===== config.mk =====
export PLATFORM = sky130hd
export DESIGN_NAME = serial_comparator_ctrl
export DESIGN_NICKNAME = d
export VERILOG_FILES = /design/src/rtl/serial_comparator_ctrl.sv
export SDC_FILE = /design/constraint.sdc
export NUM_CORES = 1
export LEC_CHECK = 0
export ABC_AREA = 0
export CORE_UTILIZATION = 44
export CTS_BUF_LIST = sky130_fd_sc_hd__clkbuf_4
export CTS_CLUSTER_DIAMETER = 120
export DETAILED_ROUTE_END_ITERATION = 8
export PLACE_DENSITY = 0.77
export SYNTH_ARGS = -nofsm -noshare
export SYNTH_HDL_FRONTEND = slang
export SYNTH_SLANG_ARGS = --single-unit
export TNS_END_PERCENT = 30

===== constraint.sdc =====
create_clock -name clk -period 2.4 [get_ports clk]
set_input_delay 0.6 -clock clk [delete_from_list [all_inputs] [get_ports clk]]
set_output_delay 0.6 -clock clk [all_outputs]
set_load 0.05 [all_outputs]

===== src/rtl/serial_comparator_ctrl.sv =====
// Sequential WIDTH-bit unsigned magnitude comparator: one shared 2-bit compare
// stage walks the operands MSB pair first. Define SERCMP_EARLY_EXIT_EN to finish
// on the first unequal digit; otherwise every comparison runs all D digits.
module serial_comparator_ctrl #(
  parameter int WIDTH = 8
) (
  input  logic             clk,
  input  logic             rst_n,
  input  logic             start,
  input  logic [WIDTH-1:0] A,
  input  logic [WIDTH-1:0] B,
  output logic             busy,
  output logic             done,
  output logic             A_greater,
  output logic             A_equal,
  output logic             A_less
);

  localparam int D     = WIDTH / 2;
  localparam int IDX_W = (D > 1) ? $clog2(D) : 1;
  localparam logic [IDX_W-1:0] IDX_MSB = IDX_W'(D - 1);

  typedef enum logic [1:0] {IDLE, COMPARE, DONE} state_t;

  state_t           state;
  logic [WIDTH-1:0] op_a, op_b;
  logic [IDX_W-1:0] idx;
  logic [1:0]       dig_a, dig_b;

`ifndef SERCMP_EARLY_EXIT_EN
  // First unequal digit seen so far, and whether A won it.
  logic decided, dec_gt;
`endif

  // Shared 2-bit stage input: digit idx of each latched operand.
  always_comb begin
    // NOTE: defaults first so every path assigns and no latch is inferred.
    dig_a = '0;
    dig_b = '0;
    for (int i = 0; i < D; i++) begin
      if (idx == IDX_W'(i)) begin
        dig_a = op_a[2*i +: 2];
        dig_b = op_b[2*i +: 2];
      end
    end
  end

  // NOTE: all state, including the operand registers, is reset and updated with <=.
  always_ff @(posedge clk or negedge rst_n) begin
    if (!rst_n) begin
      state     <= IDLE;
      op_a      <= '0;
      op_b      <= '0;
      idx       <= '0;
      busy      <= 1'b0;
      done      <= 1'b0;
      A_greater <= 1'b0;
      A_equal   <= 1'b0;
      A_less    <= 1'b0;
`ifndef SERCMP_EARLY_EXIT_EN
      decided   <= 1'b0;
      dec_gt    <= 1'b0;
`endif
    end else begin
      case (state)
        IDLE: begin
          if (start) begin
            op_a      <= A;
            op_b      <= B;
            idx       <= IDX_MSB;
            A_greater <= 1'b0;
            A_equal   <= 1'b0;
            A_less    <= 1'b0;
            busy      <= 1'b1;
            state     <= COMPARE;
`ifndef SERCMP_EARLY_EXIT_EN
            decided   <= 1'b0;
            dec_gt    <= 1'b0;
`endif
          end
        end

        COMPARE: begin
`ifdef SERCMP_EARLY_EXIT_EN
          if (dig_a != dig_b || idx == '0) begin
            A_greater <= (dig_a > dig_b);
            A_less    <= (dig_a < dig_b);
            A_equal   <= (dig_a == dig_b);
            busy      <= 1'b0;
            done      <= 1'b1;
            state     <= DONE;
          end else begin
            idx <= idx - 1'b1;
          end
`else
          if (idx == '0) begin
            // A more significant difference outranks whatever the last digit says.
            if (decided) begin
              A_greater <= dec_gt;
              A_less    <= !dec_gt;
            end else begin
              A_greater <= (dig_a > dig_b);
              A_less    <= (dig_a < dig_b);
              A_equal   <= (dig_a == dig_b);
            end
            busy  <= 1'b0;
            done  <= 1'b1;
            state <= DONE;
          end else begin
            if (!decided && dig_a != dig_b) begin
              decided <= 1'b1;
              dec_gt  <= (dig_a > dig_b);
            end
            idx <= idx - 1'b1;
          end
`endif
        end

        DONE: begin
          done  <= 1'b0;
          state <= IDLE;
        end

        default: begin
          busy  <= 1'b0;
          done  <= 1'b0;
          state <= IDLE;
        end
      endcase
    end
  end

endmodule


; Word-level counts from Yosys, hierarchy flattened
; Index checks and enable logic that the tools add are counted.
[word_totals]
regBits = 27
latch_bits = 0
mem_bits_rw = 0
rom_bits = 0
in_bits = 19
elab_cells = 77
mem_count = 0
[classes]
n_addsub = 1
mul = 0
div = 0
magnitude_cmp = 2
n_eq_ne = 12
shift = 0
mux = 35
n_bitwise = 2
reduce_logical = 14
[op_table]
columns = operator, n
row1 = $mux 2, 12
row2 = $mux 1, 14
row3 = $pmux 1 s2, 6
row4 = $ne 2x2->1 const B, 5
row5 = $reduce_and 3->1, 3
row6 = $pmux 2 s2, 2
row7 = $reduce_and 4->1, 2
row8 = $eq 2x2->1 const B, 3
row9 = $reduce_and 2->1, 3
row10 = $eq 2x1->1 const B, 2
row11 = $logic_not 2->1, 2
row12 = $pmux 1 s3, 1
row13 = $eq 2x2->1, 1
row14 = $gt 2x2->1, 1
row15 = $logic_not 1->1, 2
row16 = $lt 2x2->1, 1
row17 = $ne 2x2->1, 1
row18 = $not 1->1, 2
row19 = $reduce_bool 2->1, 1
row20 = $sub 2x1->2 const B, 1
row21 = $logic_and 1x1->1, 1

; Longest topological paths before layout
; Gate-level depths: netlist (run 1).
[logic_depth]
ltp_word = 10
depth_mapped = 11
ltp_nobuf = 10

; Least setup slack after synthesis (run 1)
; Ideal clock, no wire load.
[synth_path]
path_type = register to register
start = register idx[0]
end = register dec_gt
arrival_ns = 2.187
required_ns = 2.275
path_slack_ns = 0.088
path_stages_with_launch = 12
period_less_slack_ns = 2.312
cell_sequence = dfrtp_1 > inv_1 > ha_1 > buf_2 > nor2b_1 > a221oi_1 > nor3_1 > a21oi_1 > ha_1 > a21oi_1 > nand2_1 > mux2_2
[synth_between]
elab_chain_len = 9
elab_cells_between_ends = 21
cone_classes = order compare: 1 / eq/ne: 6 / mux: 11 / reduce/logical: 3
[synth_lines]
columns = item, line
row1 = from (decl), 27  ; logic [IDX_W-1:0] idx;
row2 = from (signal assigned), 114  ; idx <= idx - 1'b1;
row3 = $logic_not 2->1, "41, 96"
row4 = $mux 2 (4 in a row), 41  ; if (idx == IDX_W'(i)) begin
row5 = $gt 2x2->1 or $ne 2x2->1 (tied branches), "112, 110"
row6 = $mux 1 or $logic_and 1x1->1 (tied branches), 110  ; if (!decided && dig_a != dig_b) begin
row7 = $mux 1 or $ne 2x2->1 (tied branches), n/a
row8 = $pmux 1 s2 or $reduce_and 4->1 (tied branches), n/a
row9 = to (signal assigned), 112  ; dec_gt <= (dig_a > dig_b);
row10 = to (decl), 32  ; logic decided, dec_gt;
; Several ways; a longest one is shown, not always the timed one. The select of a mux whose other input is x is not followed.
; A chain may end at the register's enable or synchronous reset.

; Final worst setup path (run 1)
; Same ends and word-level chain as after synthesis.

==> flow_summary.toml, run 1 <==
[flow_run]
cap_violations = 0

[critical_path]
crit_type = "reg2reg"
startpoint_type = "flop"
cp_max_fo = 6
cp.required_ns = 2.63
cp-end-kind = "flop"
cp_data_arrival_time_ns = 2.52

[sta]
relSlewSlack = 0.665
whs_ns = 0.526
drv_slew = 0
fin_crit_sh = 0.956
final.setup.worst_slack_ns = 0.105
fmax_ghz = 0.436
hold_violations = 0
min_period_ns = 2.30
finClkSkew_ns = 0.00152
worst_pin_slew_ns = 0.501
final-setup-viol-count = 0

[place]
portBuffers = 23
dp_hpwl_um = 1950
place_inst = 166
gp_congestion = 0.813
pre_cts_slack_ns = 0.0747

[yosys]
synth_nets = 136
syn_area_mm2 = 0.00131
yosys.area.top_type_share = 0.516
ys_warn_count = 0
yosysSeqAreaShare = 0.516
synth_top_cell_by_area = "dfrtp_1"
syn-instance-count = 111
synth-seq-cells = 27
syn-mean-instance-area_um2 = 11.8
ys_types = 26
synthTopCellsByArea = "dfrtp_1 52%, mux2_2 14%, ha_1 5.7%"

[floorplan]
core-area_mm2 = 0.00278
rows = 19
chipHeight_um = 56.6
fp.dieW_um = 56.6
pin_count = 24
die_area_mm2 = 0.00320
initial_core_util = 0.471

[route]
wl_um = 2580
via_per_inst = 5.45
vias = 932
drc = 0
wire_per_inst_um = 15.1
first_pass_iters = 4
drtAntennaViolNets = 0
drtIter0Drc = 19

[finish]
final_cell_mix = "26 x dfrtp_1, 23 x clkdlybuf4s50_1, 16 x mux2_2, 8 x o21ai_0"
stdcell_count = 171
area_growth_pct = 26.6
layout_commonest_cell = "dfrtp_1"
nets = 166
drive_gt1_frac = 0.264
antenna-diode-count = 0

[clock_network]
htree_num_levels = 1
clk_path_buf_depth = 2
numCtsBuffers = 3
cts-root-buf = "clkbuf_4"
cts_tree = "done"
clk_latency_ns = 0.33
clock-sinks = 27
clkTransAtPathRegs_ns = 0.14

[global_route]
grt_usage = 0.175
overflow = 0
grt_pass1_wl_um = 4400
grt_pass1_vias = 974
grt_max_degree = 28
antenna_found_initial = 0

[power_and_ir_drop]
peakVddDrop_v = 0.000852
cellLeakagePower_uw = 0.000724
cellPowerDensity_mw_per_mm2 = 1460

[hold_path]
hold_class = "reg2reg"

[run_status]
status = "completed"
-- cell usage after synthesis, drive strengths merged --
| cell | instances |
|---|---|
| a2111oi | 1 |
| a21o | 3 |
| a21oi | 7 |
| a221oi | 3 |
| a22o | 3 |
| a22oi | 1 |
| and2 | 1 |
| buf | 3 |
| clkbuf | 1 |
| dfrtp | 27 |
| ha | 6 |
| inv | 8 |
| mux2 | 16 |
| mux2i | 1 |
| nand2 | 6 |
| nand2b | 1 |
| nor2 | 4 |
| nor2b | 6 |
| nor3 | 2 |
| nor3b | 1 |
| o21ai | 8 |
| o31ai | 2 |
-- power by group --
| group | switching, µW | internal, µW | total, µW |
|---|---|---|---|
| clock network | 135 | 62.6 | 198 |
| registers | 188 | 685 | 873 |
| logic | 686 | 670 | 1360 |
| total | 1010 | 1420 | 2430 |
-- metrics by stage --
step / TNS (ns) / cell area [µm²] / util / power, µW
3_3_place_gp: 0 / 1590 / 0.571 / 2090
6_report: 0 / 1660 / 0.596 / 2430
3_5_place_dp: 0 / 1590 / 0.571 / 2160
4_1_cts: 0 / 1620 / 0.581 / 2350
5_1_grt: -0.131 / 1660 / 0.596 / 2630
2_1_floorplan: 0 / 1310 / - / 1780
-- layer usage --
layer  global-route usage  vias up  part of all wire
li1                     -      449                 -
met1                0.218      456              0.43
met2                0.311       19              0.52
met3               0.0161        8             0.025
met4               0.0697        0             0.026
met5                    0        -                 0
-- worst max-delay path: stages, from the launching register on --
cell and delay, ns:
dfrtp_2 0.46, buf_4 0.15, ha_4 0.18, nor2b_4 0.16, a221oi_2 0.08, nor3_1 0.19, a21oi_1 0.06, ha_1 0.30
a21oi_1 0.22, nand2_1 0.11, mux2_2 0.28
-- state kept, by name, summed over array words and instances, names as in the netlist --
| signal | cells |
|---|---|
| op_b | 8 |
| A_greater | 1 |
| done | 1 |
| A_less | 1 |
| op_a | 8 |
| idx | 2 |
| A_equal | 1 |
| state | 2 |
| dec_gt | 1 |
| decided | 1 |
| busy | 1 |
-- area by class of cell --
cell class | instances | area [µm²]
Inverter | 8 | 30.0
Tap cell | 31 | 38.8
Fill cell | 220 | 1120
Multi-Input combinational cell | 72 | 609
Sequential cell | 27 | 677
Timing Repair Buffer | 29 | 275
Clock inverter | 1 | 5.00
Clock buffer | 3 | 22.5
-- final timing paths --
kind / from / endpoint / slack, ns / cells past startpoint
max: idx[0] / dec_gt / 0.10 / 10
min: done / done / 0.53 / 2
max reg2reg: idx[0] / dec_gt / 0.10 / 10
min reg2reg: done / done / 0.53 / 2
max in group asynchronous: rst_n / idx[0] / 1.52 / 2
min in group asynchronous: rst_n / op_b[1] / 0.61 / 2
-- cells by family after synthesis --
group           Yosys count  share of synthesized area
compound gates           28                      0.143
flops                    27                      0.516
simple gates             21                     0.0946
buf+inv                  12                     0.0439
fa+ha+maj                 6                     0.0573
mux                      17                      0.145
-- what timing repair did --
action | CTS | global route
endpoints found under the setup margin | 0 | 4
hold buffers | 0 | 0
gates resized for setup | 0 | 8
setup buffers | 0 | 1
Note: power is estimated with default switching activity, not from simulation.
==> run 2, diff against run 1 <==
- PLACE_DENSITY: 0.77 -> 0.83
- SETUP_SLACK_MARGIN: not set -> 0.4
==> flow_summary.toml, run 2 (synthesis results as in run 1) <==
[run_status]
status = "completed"

[power_and_ir_drop]
cellLeakagePower_uw = 0.000740
peakVddDrop_v = 0.000946
cellPowerDensity_mw_per_mm2 = 1500

[critical_path]
reg2reg_depth = 10
cp_data_arrival_time_ns = 2.47
cp_max_fo = 8
cp.required_ns = 2.64
startpoint_type = "flop"
cp-end-kind = "flop"
crit_type = "reg2reg"

[sta]
final.setup.worst_slack_ns = 0.170
final-setup-viol-count = 0
fin_setup_tns_ns = 0
fmax_ghz = 0.448
hold_violations = 0
min_period_ns = 2.23
relSlewSlack = 0.672
finClkSkew_ns = 0.00340
fin_crit_sh = 0.929
worst_pin_slew_ns = 0.490
drv_slew = 0
rsz0062_at_grt = "true"

[floorplan]
rows = 19
chipHeight_um = 56.6
die_area_mm2 = 0.00320
initial_core_util = 0.471
core-area_mm2 = 0.00278
fp.dieW_um = 56.6
pin_count = 24

[global_route]
grt_pass1_vias = 1022
antenna_found_initial = 0
grt_pass1_wl_um = 4460
grt_usage = 0.176
overflow = 0
grt_max_degree = 28

[finish]
area_growth_pct = 30.8
fin_util = 0.616
drive_gt1_frac = 0.329
final_cell_mix = "26 x dfrtp_1, 23 x clkdlybuf4s50_1, 16 x mux2_2, 9 x buf_4, 8 x o21ai_0"
antenna-diode-count = 0
layout_commonest_cell = "dfrtp_1"
largestRegisters = "op_a: 8 flops, op_b: 8 flops"
nets = 169

[flow_run]
cap_violations = 0

[clock_network]
clk_latency_ns = 0.33
cts-root-buf = "clkbuf_4"
clkTransAtPathRegs_ns = 0.14
clk_path_buf_depth = 2
numCtsBuffers = 3
cts_tree = "done"
htree_num_levels = 1
clock-sinks = 27

[route]
drtAntennaViolNets = 0
first_pass_iters = 4
drtIter0Drc = 15
vias = 950
via_per_inst = 5.46
wire_per_inst_um = 14.7
wl_um = 2560
drc = 0

[place]
portBuffers = 23
dp_hpwl_um = 1890
gp_congestion = 0.737
pre_cts_slack_ns = 0.0370

[hold_path]
hold_path_depth = 1
hold_class = "reg2reg"
run 2: cell count changes in the layout (fill, tap and decap cells not counted):
cell      before  now
buf_4          6    9
ha_1           5    2
ha_2           0    2
a21oi_1        7    6
a21oi_2        0    1
a221oi_1       1    0
a221oi_2       2    3
ha_4           1    2
inv_1          7    6
inv_2          1    2
o31ai_1        2    1
o31ai_2        0    1
run 2: metal layers:
metal / vias up / routed length, µm / track usage / part of all wire
met4: 0 / 32 / 0.0523 / 0.012
met1: 466 / 1120 / 0.216 / 0.44
li1: 458 / - / - / -
met2: 23 / 1330 / 0.319 / 0.52
met5: - / 0 / 0 / 0
met3: 3 / 87 / 0.0230 / 0.034
run 2: worst paths after layout:
kind	start	to	slack, ns
max	idx[1]	A_greater	0.17
min	A_less	A_less	0.52
max reg2reg	idx[1]	A_greater	0.17
min reg2reg	A_less	A_less	0.52
max in group asynchronous	rst_n	idx[0]	1.51
min in group asynchronous	rst_n	state[1]	0.62
run 2: per-stage QoR:
stage / cell area (µm²) / total power (µW) / hold slack, ns / cells
final: 1710 / 2570 / 0.523 / 174
after global routing: 1710 / 2770 / 0.548 / 174
after CTS: 1700 / 2540 / 0.528 / 172
after detailed placement: 1610 / 2200 / 0.497 / 165
after global placement: 1610 / 2110 / 0.482 / 165
after floorplan: 1340 / 1870 / 0.304 / 111
run 2: report_power, final:
group	leakage (µW)	switching (µW)	internal (µW)
clock network	0.0000177	133	62.7
registers	0.000321	187	685
logic	0.000401	746	761
run 2: repair_timing:
item                                    4_1_cts  5_1_grt
endpoints found under the setup margin       10       10
buffers inserted                              3        2
pin swaps                                     5        1
resized for setup                            10        0
hold buffers                                  0        0
run 2: area by class of cell:
cell class	count	area (µm²)
Timing Repair Buffer	32	298
Fill cell	226	1070
Multi-Input combinational cell	72	642
Clock inverter	1	5.00
Clock buffer	3	22.5
Inverter	8	30.0
Tap cell	31	38.8
Sequential cell	27	677
run 2: worst max-delay path, stage by stage, from the launching register on:
cell,delay (ns)
dfrtp_1,0.43
buf_4,0.15
ha_2,0.22
nor2b_1,0.15
nor3_1,0.18
a21oi_1,0.07
ha_1,0.33
a21oi_2,0.09
buf_4,0.14
a22o_1,0.20
a22o_1,0.17
